## src/rtl/mips_mc_controller.sv

```systemverilog
`timescale 1ns/1ps
// -----------------------------------------------------------------------------
// mips_mc_controller
//
// Main control FSM and ALU decoder of the multicycle MIPS core. It steps one
// instruction at a time through FETCH, DECODE and the per-class execution
// states. Every datapath control is Moore-decoded from the state register.
// The only exception is PCEn, which also folds in the ALU Zero flag for beq.
//
// Supported instructions: lw, sw, R-type (add/sub/and/or/slt), beq, addi, j.
// DECODE flags an unknown opcode, or an R-type with an unknown funct, on
// `illegal` for exactly one cycle. The FSM then returns to FETCH, or parks in
// HALT when ILLEGAL_HALT=1. No write enable is raised for that instruction.
//
// Parameters
//   ILLEGAL_HALT  0: illegal -> FETCH, 1: illegal -> HALT until reset
//
// Ports
//   clk         in   1  rising-edge clock
//   reset_n     in   1  asynchronous active-low reset (state -> FETCH)
//   OP          in   6  Instr[31:26]
//   Funct       in   6  Instr[5:0]
//   Zero        in   1  ALU zero flag (only used in BRANCH)
//   PCEn        out  1  PC enable = PCWrite | (Branch & Zero)
//   IRWrite     out  1  instruction register enable
//   RegWrite    out  1  register file write enable
//   MemWrite    out  1  data memory write enable
//   IorD        out  1  memory address select: 0=PC, 1=ALUOut
//   ALUSrcA     out  1  ALU A select: 0=PC, 1=A
//   ALUSrcB     out  2  ALU B select: 00=B, 01=4, 10=SignImm, 11=SignImm<<2
//   MemtoReg    out  1  register write data select: 0=ALUOut, 1=Data
//   RegDst      out  1  register write address select: 0=rt, 1=rd
//   PCSrc       out  2  PC source: 00=ALUResult, 01=ALUOut, 10=jump target
//   ALUControl  out  3  010=add, 110=sub, 000=and, 001=or, 111=slt
//   illegal     out  1  one-cycle pulse in DECODE on an unsupported instruction
//   state_dbg   out  4  current state encoding
// -----------------------------------------------------------------------------
module mips_mc_controller #(
  parameter bit ILLEGAL_HALT = 1'b0
) (
  input  logic       clk,
  input  logic       reset_n,
  input  logic [5:0] OP,
  input  logic [5:0] Funct,
  input  logic       Zero,
  output logic       PCEn,
  output logic       IRWrite,
  output logic       RegWrite,
  output logic       MemWrite,
  output logic       IorD,
  output logic       ALUSrcA,
  output logic [1:0] ALUSrcB,
  output logic       MemtoReg,
  output logic       RegDst,
  output logic [1:0] PCSrc,
  output logic [2:0] ALUControl,
  output logic       illegal,
  output logic [3:0] state_dbg
);

  // State encodings (visible on state_dbg)
  localparam logic [3:0] S_FETCH   = 4'd0;
  localparam logic [3:0] S_DECODE  = 4'd1;
  localparam logic [3:0] S_MEMADR  = 4'd2;
  localparam logic [3:0] S_MEMRD   = 4'd3;
  localparam logic [3:0] S_MEMWB   = 4'd4;
  localparam logic [3:0] S_MEMWR   = 4'd5;
  localparam logic [3:0] S_EXECUTE = 4'd6;
  localparam logic [3:0] S_ALUWB   = 4'd7;
  localparam logic [3:0] S_BRANCH  = 4'd8;
  localparam logic [3:0] S_ADDIEX  = 4'd9;
  localparam logic [3:0] S_ADDIWB  = 4'd10;
  localparam logic [3:0] S_JUMP    = 4'd11;
  localparam logic [3:0] S_HALT    = 4'd12;

  // Opcodes
  localparam logic [5:0] OP_LW    = 6'h23;
  localparam logic [5:0] OP_SW    = 6'h2B;
  localparam logic [5:0] OP_RTYPE = 6'h00;
  localparam logic [5:0] OP_BEQ   = 6'h04;
  localparam logic [5:0] OP_ADDI  = 6'h08;
  localparam logic [5:0] OP_J     = 6'h02;

  // R-type funct codes
  localparam logic [5:0] FN_ADD = 6'h20;
  localparam logic [5:0] FN_SUB = 6'h22;
  localparam logic [5:0] FN_AND = 6'h24;
  localparam logic [5:0] FN_OR  = 6'h25;
  localparam logic [5:0] FN_SLT = 6'h2A;

  // ALU operations
  localparam logic [2:0] ALU_ADD = 3'b010;
  localparam logic [2:0] ALU_SUB = 3'b110;
  localparam logic [2:0] ALU_AND = 3'b000;
  localparam logic [2:0] ALU_OR  = 3'b001;
  localparam logic [2:0] ALU_SLT = 3'b111;

  logic [3:0] r_state;
  logic [3:0] w_next_state;
  logic       w_op_known;
  logic       w_funct_known;
  logic       w_instr_legal;
  logic [2:0] w_funct_alu;
  logic       w_pcwrite;
  logic       w_branch;

  // ---------------------------------------------------------------------------
  // Instruction legality and R-type ALU decode
  // ---------------------------------------------------------------------------
  always_comb begin
    w_funct_known = 1'b1;
    w_funct_alu   = ALU_ADD;
    case (Funct)
      FN_ADD:  w_funct_alu = ALU_ADD;
      FN_SUB:  w_funct_alu = ALU_SUB;
      FN_AND:  w_funct_alu = ALU_AND;
      FN_OR:   w_funct_alu = ALU_OR;
      FN_SLT:  w_funct_alu = ALU_SLT;
      default: w_funct_known = 1'b0;
    endcase
  end

  always_comb begin
    case (OP)
      OP_LW, OP_SW, OP_RTYPE, OP_BEQ, OP_ADDI, OP_J: w_op_known = 1'b1;
      default:                                       w_op_known = 1'b0;
    endcase
  end

  // Funct only matters for R-type; other formats reuse those bits as immediate.
  assign w_instr_legal = w_op_known && ((OP != OP_RTYPE) || w_funct_known);

  // ---------------------------------------------------------------------------
  // State register
  // ---------------------------------------------------------------------------
  always_ff @(posedge clk or negedge reset_n) begin
    if (!reset_n) begin
      r_state <= S_FETCH;
    end else begin
      r_state <= w_next_state;
    end
  end

  // ---------------------------------------------------------------------------
  // Next-state logic
  // ---------------------------------------------------------------------------
  always_comb begin
    w_next_state = S_FETCH;
    case (r_state)
      S_FETCH: w_next_state = S_DECODE;
      S_DECODE: begin
        if (!w_instr_legal) begin
          w_next_state = ILLEGAL_HALT ? S_HALT : S_FETCH;
        end else begin
          case (OP)
            OP_LW, OP_SW: w_next_state = S_MEMADR;
            OP_RTYPE:     w_next_state = S_EXECUTE;
            OP_BEQ:       w_next_state = S_BRANCH;
            OP_ADDI:      w_next_state = S_ADDIEX;
            OP_J:         w_next_state = S_JUMP;
            default:      w_next_state = S_FETCH;
          endcase
        end
      end
      S_MEMADR:  w_next_state = (OP == OP_LW) ? S_MEMRD : S_MEMWR;
      S_MEMRD:   w_next_state = S_MEMWB;
      S_MEMWB:   w_next_state = S_FETCH;
      S_MEMWR:   w_next_state = S_FETCH;
      S_EXECUTE: w_next_state = S_ALUWB;
      S_ALUWB:   w_next_state = S_FETCH;
      S_BRANCH:  w_next_state = S_FETCH;
      S_ADDIEX:  w_next_state = S_ADDIWB;
      S_ADDIWB:  w_next_state = S_FETCH;
      S_JUMP:    w_next_state = S_FETCH;
      S_HALT:    w_next_state = S_HALT;
      // Unused encodings recover to FETCH without flagging illegal.
      default:   w_next_state = S_FETCH;
    endcase
  end

  // ---------------------------------------------------------------------------
  // Moore output decode
  // ---------------------------------------------------------------------------
  always_comb begin
    w_pcwrite  = 1'b0;
    w_branch   = 1'b0;
    IRWrite    = 1'b0;
    RegWrite   = 1'b0;
    MemWrite   = 1'b0;
    IorD       = 1'b0;
    ALUSrcA    = 1'b0;
    ALUSrcB    = 2'b00;
    MemtoReg   = 1'b0;
    RegDst     = 1'b0;
    PCSrc      = 2'b00;
    ALUControl = ALU_ADD;
    illegal    = 1'b0;
    case (r_state)
      S_FETCH: begin
        IRWrite   = 1'b1;
        w_pcwrite = 1'b1;
        ALUSrcB   = 2'b01;
      end
      S_DECODE: begin
        // Speculatively compute the branch target into ALUOut.
        ALUSrcB = 2'b11;
        illegal = !w_instr_legal;
      end
      S_MEMADR: begin
        ALUSrcA = 1'b1;
        ALUSrcB = 2'b10;
      end
      S_MEMRD: begin
        IorD = 1'b1;
      end
      S_MEMWB: begin
        MemtoReg = 1'b1;
        RegWrite = 1'b1;
      end
      S_MEMWR: begin
        IorD     = 1'b1;
        MemWrite = 1'b1;
      end
      S_EXECUTE: begin
        ALUSrcA    = 1'b1;
        ALUControl = w_funct_alu;
      end
      S_ALUWB: begin
        RegDst   = 1'b1;
        RegWrite = 1'b1;
      end
      S_BRANCH: begin
        ALUSrcA    = 1'b1;
        ALUControl = ALU_SUB;
        PCSrc      = 2'b01;
        w_branch   = 1'b1;
      end
      S_ADDIEX: begin
        ALUSrcA = 1'b1;
        ALUSrcB = 2'b10;
      end
      S_ADDIWB: begin
        RegWrite = 1'b1;
      end
      S_JUMP: begin
        PCSrc     = 2'b10;
        w_pcwrite = 1'b1;
      end
      S_HALT: begin
        // Everything, including the add default, is forced low while parked.
        ALUControl = 3'b000;
      end
      default: begin
        ALUControl = 3'b000;
      end
    endcase
  end

  // Zero passes straight through so beq resolves within the BRANCH cycle.
  assign PCEn      = w_pcwrite | (w_branch & Zero);
  assign state_dbg = r_state;

endmodule

```

## config.mk

```make
export PLATFORM = sky130hd
export DESIGN_NAME = mips_mc_controller
export DESIGN_NICKNAME = d
export VERILOG_FILES = /design/src/rtl/mips_mc_controller.sv
export SDC_FILE = /design/constraint.sdc
export NUM_CORES = 1
export LEC_CHECK = 0
export ABC_AREA = 1
export BUFFER_PORTS_ARGS = -buffer_cell sky130_fd_sc_hd__buf_2
export CORE_AREA = 2 2 43 45
export CTS_CLUSTER_SIZE = 10
export DETAILED_ROUTE_END_ITERATION = 10
export DIE_AREA = 0 0 45 47
export PLACE_DENSITY = 0.76
export SYNTH_ARGS = -nofsm -noshare
export SYNTH_HDL_FRONTEND = slang
export SYNTH_SLANG_ARGS = --single-unit
```

## constraint.sdc

```tcl
create_clock -name clk -period 1.3 [get_ports clk]
set_input_delay 0.13 -clock clk [delete_from_list [all_inputs] [get_ports clk]]
set_output_delay 0.13 -clock clk [all_outputs]
set_load 0.02 [all_outputs]
```

### Word level (Yosys, flattened, before mapping)

Cells that the tools add are included.

| storage, ports and cells | value |
|---|---|
| flip-flop bits (word level) | 4 |
| output and inout bits | 20 |
| logic and storage cells | 60 |

| cells by class | value |
|---|---|
| eq/ne operators | 22 |
| mux-type cells | 20 |
| bitwise gates (word level) | 2 |
| reductions and logical operators | 15 |

Operators by type and width:

| operator | number |
|---|---|
| == test 6 bit, second input constant | 7 |
| case mux 4 bit (7 select lines) | 1 |
| == test 4 bit, second input constant | 5 |
| case mux 4 bit (5 select lines) | 1 |
| == test 4 x 3 -> 1 bit, second input constant | 4 |
| two-way mux 1 bit | 12 |
| case mux 3 bit (4 select lines) | 1 |
| OR reduction 10 bit | 1 |
| case mux 3 bit (3 select lines) | 1 |
| == test 4 x 2 -> 1 bit, second input constant | 2 |
| OR reduction 2 bit | 4 |
| == test 6 x 2 -> 1 bit, second input constant | 1 |
| == test 6 x 3 -> 1 bit, second input constant | 1 |
| == test 6 x 4 -> 1 bit, second input constant | 1 |
| logical NOT 6 bit | 1 |
| case mux 2 bit (3 select lines) | 1 |
| nonzero test 6 bit | 1 |
| OR reduction 6 bit | 1 |
| OR reduction 5 bit | 1 |
| == test 4 x 1 -> 1 bit, second input constant | 1 |
| logical NOT 4 bit | 1 |
| two-way mux 4 bit | 1 |
| case mux 2 bit (2 select lines) | 1 |
| OR reduction 4 bit | 1 |
| other kinds (7) | 7 |

### Longest topological paths before layout

| logic depth | value |
|---|---|
| depth in word-level cells | 7 |
| gate-level depth with buffers | 8 |
| mapped depth without buffers | 8 |

### Worst setup path after synthesis

OpenSTA, ideal clock, no wires.

| timing | value |
|---|---|
| path type | register to output |
| start | register r_state[2], in the netlist state_dbg[2] |
| end | output RegWrite |
| data arrival time | 1306 ps |
| required time | 1170 ps |
| path slack | -136 ps |
| stages on the path, launching flop included | 7 |
| path through | dfrtp_1 -> inv_2 -> nor2_4 -> inv_2 -> nor2_2 -> nor2_1 -> o21ai_1 |

| on the way | value |
|---|---|
| word-level cells in the longest chain between the ends | 3 |
| elaborated cells between the ends (all ways) | 5 |
| those cells by class | eq/ne (3); mux (1); reduce/logical (1) |

Ends and longest elaborated chain:

| element | RTL line | RTL |
|---|---|---|
| start: declaration | 98 | `logic [3:0] r_state;` |
| start signal: assignment | 140 | `r_state <= w_next_state;` |
| == test 4 bit or == test 4 x 3 -> 1 bit (tied branches) | 198 | `case (r_state)` |
| OR reduction 3 bit (no source line) * | -- |  |
| two-way mux 1 bit * | 198 |  |
| end: declaration | 48 | `output logic RegWrite,` |

Every way passes the cells marked *; elsewhere a longest branch is shown, timed or not.

### Worst setup path after layout

| timing | value |
|---|---|
| start | register r_state[3], in the netlist state_dbg[3] |
| end | output RegWrite |

The elaborated chain is that of the path after synthesis.

==> metrics.log <==
[metrics] data arrival time of the critical path: 1.37 ns
[metrics] source-to-sink clock delay at the later pin of the worst-skew pair: 0.23 ns
[metrics] violations in the final reports: setup timing
[metrics] pin count of the biggest net entering global routing: 6
[metrics] CTS tree: built
[metrics] Final Skew: 0.00525 ns
[metrics] clock transition at the register clock pins on the worst setup and hold paths after CTS: 0.04 ns
[metrics] max-cap check violation count: 0
[metrics] number of register bits inferred by synthesis: 4
[metrics] capturing element type of the critical path: output port
[metrics] class of the tightest hold or removal check: input port to async pin
[metrics] GR Util All Layers: 18.0%
[metrics] total CTS buffers: 3
[metrics] adder-cell area share of the yosys netlist: 0%
[metrics] Synth warnings: 0
[metrics] final-layout setup total negative slack: -1.60 ns
[metrics] CP required: 1.17 ns
[metrics] starting utilization of the core area: 36.9%
[metrics] syn_nets: 127
[metrics] overall power of the completed layout: 1.70 mW
[metrics] parity-gate share of the synthesized area counting xor and xnor cells: 0%
[metrics] cell count after synthesis: 112
[metrics] main combinational cell family by area after synthesis: simple AND/OR/NAND/NOR gates
[metrics] area share of the largest cell type after synthesis: 16.4%
[metrics] layout net count: 178
[metrics] combinational power share: 79.4%
[metrics] leakage: 0.589 nW
[metrics] layout-stage area growth over the synthesis result: 78.4%
[metrics] share of final-layout standard cells stronger than drive strength 1: 56.5%
[metrics] non-filler instance count after layout: 178
[metrics] tightest slew margin relative to the limit: 84.8%
[metrics] sequential element share of the synthesized area: 16.4%
[metrics] fin. max-slew vios: 0
[metrics] highest net fanout along the worst path: 4
[metrics] number of flip-flops under the largest register name: 4
[metrics] net switching power figure: 849 uW
[metrics] Die H: 47 um
[metrics] most area-hungry cell type in the Yosys netlist: sky130_fd_sc_hd__dfrtp_1
[metrics] I/O pin count: 35
[metrics] hpwl dp: 1430 um
[metrics] synthesized area divided by synthesized cell count: 5.44 um^2
[metrics] internal cell power: 851 uW
[metrics] final worst setup slack: -0.197 ns
[metrics] Detailed Route Iter0 Violations: 15
[metrics] number of endpoints with negative hold slack in the final report: 0
[metrics] antenna-violating nets left: 0
[metrics] time the worst path needs with I/O delays and setup: 1.50 ns
[metrics] Critical Path Start Type: register
[metrics] overall die width: 45 um
[metrics] total overflow reported by the global router: 0
[metrics] # port buffers: 34
[metrics] routed vias/inst: 5.08
[metrics] maximum vdd ir drop: 0.866 mV
[metrics] first-pass iteration count of the detailed router: 4
[metrics] clock power share: 8.5%
[metrics] number of vias in the routed layout: 905
[metrics] crit share post-route: 115%
[metrics] largest buffer count on any clock path: 2
[metrics] die footprint: 2120 um^2
[metrics] Max stage delay on crit path: 0.46 ns
[metrics] clk sinks: 4
[metrics] share of cell area taken by muxes after synthesis: 0%
[metrics] number of setup violations in the final report: 15
[metrics] FILL cells: 146
[metrics] placed cells: 164
[metrics] aggregate routed wire length: 2090 um
[metrics] netlist area before placement: 609 um^2
[metrics] placement row count: 15
[metrics] detailed-route DRC error count: 0
[metrics] count of buffer and inverter cells on the critical path: 2
[metrics] transition time at the pin with the least slew margin: 0.227 ns
[metrics] Post-Synth Simple-Gate Area: 61.4%
[metrics] leading cell types by total area after synthesis: sky130_fd_sc_hd__dfrtp_1 16%, sky130_fd_sc_hd__nor2_1 14%, sky130_fd_sc_hd__nand3_1 13%
[metrics] H-tree levels: 1
[metrics] number of unique standard cell types used by synthesis: 15
[metrics] switching part of the total power: 49.9%
[metrics] result of the run: finished, violations left
[metrics] diode count: 0
[metrics] area of the core: 1650 um^2
[metrics] critical-path cell list: nor2_4 > inv_2 > nor2_2 > nor2_1 > o21ai_1 > buf_4
[metrics] fraction of the mapped netlist area in compound gates: 8.01%
[metrics] initial antenna violation count: 0
[metrics] Final Wtd Congestion: 0.863
[metrics] ratio of total power to cell area: 1560 nW/um^2
[metrics] portion of total power attributed to sequential cells: 12.0%
[metrics] via count of the first global-routing pass: 771
[metrics] slowest cell on the critical path: sky130_fd_sc_hd__dfrtp_2
[metrics] kind of cell adding the most delay to the critical path: flip-flops
[metrics] global-route wire length before repair: 2800 um
[metrics] unrepaired setup endpoints after global routing: true
[metrics] cell at the root of the clock tree: sky130_fd_sc_hd__clkbuf_4
[metrics] startpoint-to-endpoint class of the critical path: register to output port
[metrics] average wire per cell in the routed design: 11.8 um
[metrics] timing-limited maximum frequency: 668 MHz
[placed cells by master (no fill, tap or decap), drive strengths merged, types with 3 or more instances in the layout]
master and count:
nor2 35, nand2 20, inv 23, clkbuf 3, buf 45, a21oi 3, nand3 16, nand3b 3
dfrtp 4, o21ai 6
[Yosys cell counts]
cell,instances
sky130_fd_sc_hd__a21oi_1,3
sky130_fd_sc_hd__dfrtp_1,4
sky130_fd_sc_hd__inv_1,12
sky130_fd_sc_hd__inv_2,11
sky130_fd_sc_hd__nand2_1,17
sky130_fd_sc_hd__nand2_2,3
sky130_fd_sc_hd__nand3_1,16
sky130_fd_sc_hd__nand3b_1,3
sky130_fd_sc_hd__nand4_1,2
sky130_fd_sc_hd__nor2_1,23
sky130_fd_sc_hd__nor2_2,9
sky130_fd_sc_hd__nor2_4,3
sky130_fd_sc_hd__o21ai_0,1
sky130_fd_sc_hd__o21ai_1,4
sky130_fd_sc_hd__o21ai_2,1
[metrics by stage]
stage | hold WS (ns) | instance area [um^2] | utilization (%) | worst slack (ns)
6_report | 0.232 | 1090 | 65.8 | -0.197
5_1_grt | 0.222 | 1090 | 65.8 | -0.260
4_1_cts | 0.229 | 1000 | 60.8 | -0.127
3_5_place_dp | -0.0650 | 816 | 49.4 | 0.0444
3_3_place_gp | -0.0645 | 816 | 49.4 | 0.0346
2_1_floorplan | -0.166 | 617 | - | -0.0765
[metal layers]
layer	global-route usage [%]	vias to the layer above	share of wire, %
met4	7.06	0	1.9
met3	3.46	4	5.1
met5	0	-	0
met1	17.8	405	37
met2	36.6	44	56
li1	-	452	-
[what timing repair did]
action                     4_1_cts  5_1_grt
setup endpoints to repair       15       20
hold buffers                     1        0
pin swaps                        8        4
hold endpoints to repair         4        0
resized for setup               31       19
buffers inserted                 8        2
[cell families after synthesis]
logic type,after synthesis
compound gates,9
buf+inv,23
flops,4
simple gates,76
[worst reg2reg max path, delay by kind of cell (launching register included)]
family,cells,cell delay [ns]
AND/OR/NAND/NOR,4,0.42
flip-flops,1,0.45
buffers and inverters,3,0.28
[power groups by stage]
stage | registers, mW | logic, mW | clock network (mW)
3_3_place_gp | 0.204 | 0.850 | 0
5_1_grt | 0.208 | 1.44 | 0.167
6_report | 0.204 | 1.35 | 0.145
4_1_cts | 0.199 | 1.19 | 0.149
3_5_place_dp | 0.207 | 0.863 | 0
2_1_floorplan | 0.240 | 0.552 | 0
[final cells by class]
type / count / area [um^2] / share of cell area (%)
Inverter: 23 / 93.8 / 8.63
Tap cell: 17 / 21.3 / 1.96
Timing Repair Buffer: 46 / 340 / 31.3
Multi-Input combinational cell: 85 / 505 / 46.5
Clock buffer: 3 / 22.5 / 2.07
Sequential cell: 4 / 104 / 9.55
[path summary, 6_finish.rpt]
check	startpoint	to	slack, ns	depth (start not counted)
setup / recovery	state_dbg[3]$_DFF_PN0_	RegWrite	-0.20	6
hold / removal	reset_n	state_dbg[0]$_DFF_PN0_	0.23	2
setup reg to reg	state_dbg[1]$_DFF_PN0_	state_dbg[0]$_DFF_PN0_	0.08	7
hold reg to reg	state_dbg[0]$_DFF_PN0_	state_dbg[3]$_DFF_PN0_	0.69	3
max in group asynchronous	reset_n	state_dbg[1]$_DFF_PN0_	0.94	2
min in group clk	OP[4]	state_dbg[2]$_DFF_PN0_	0.30	5
No activity file was read; power rests on OpenSTA's default activity.
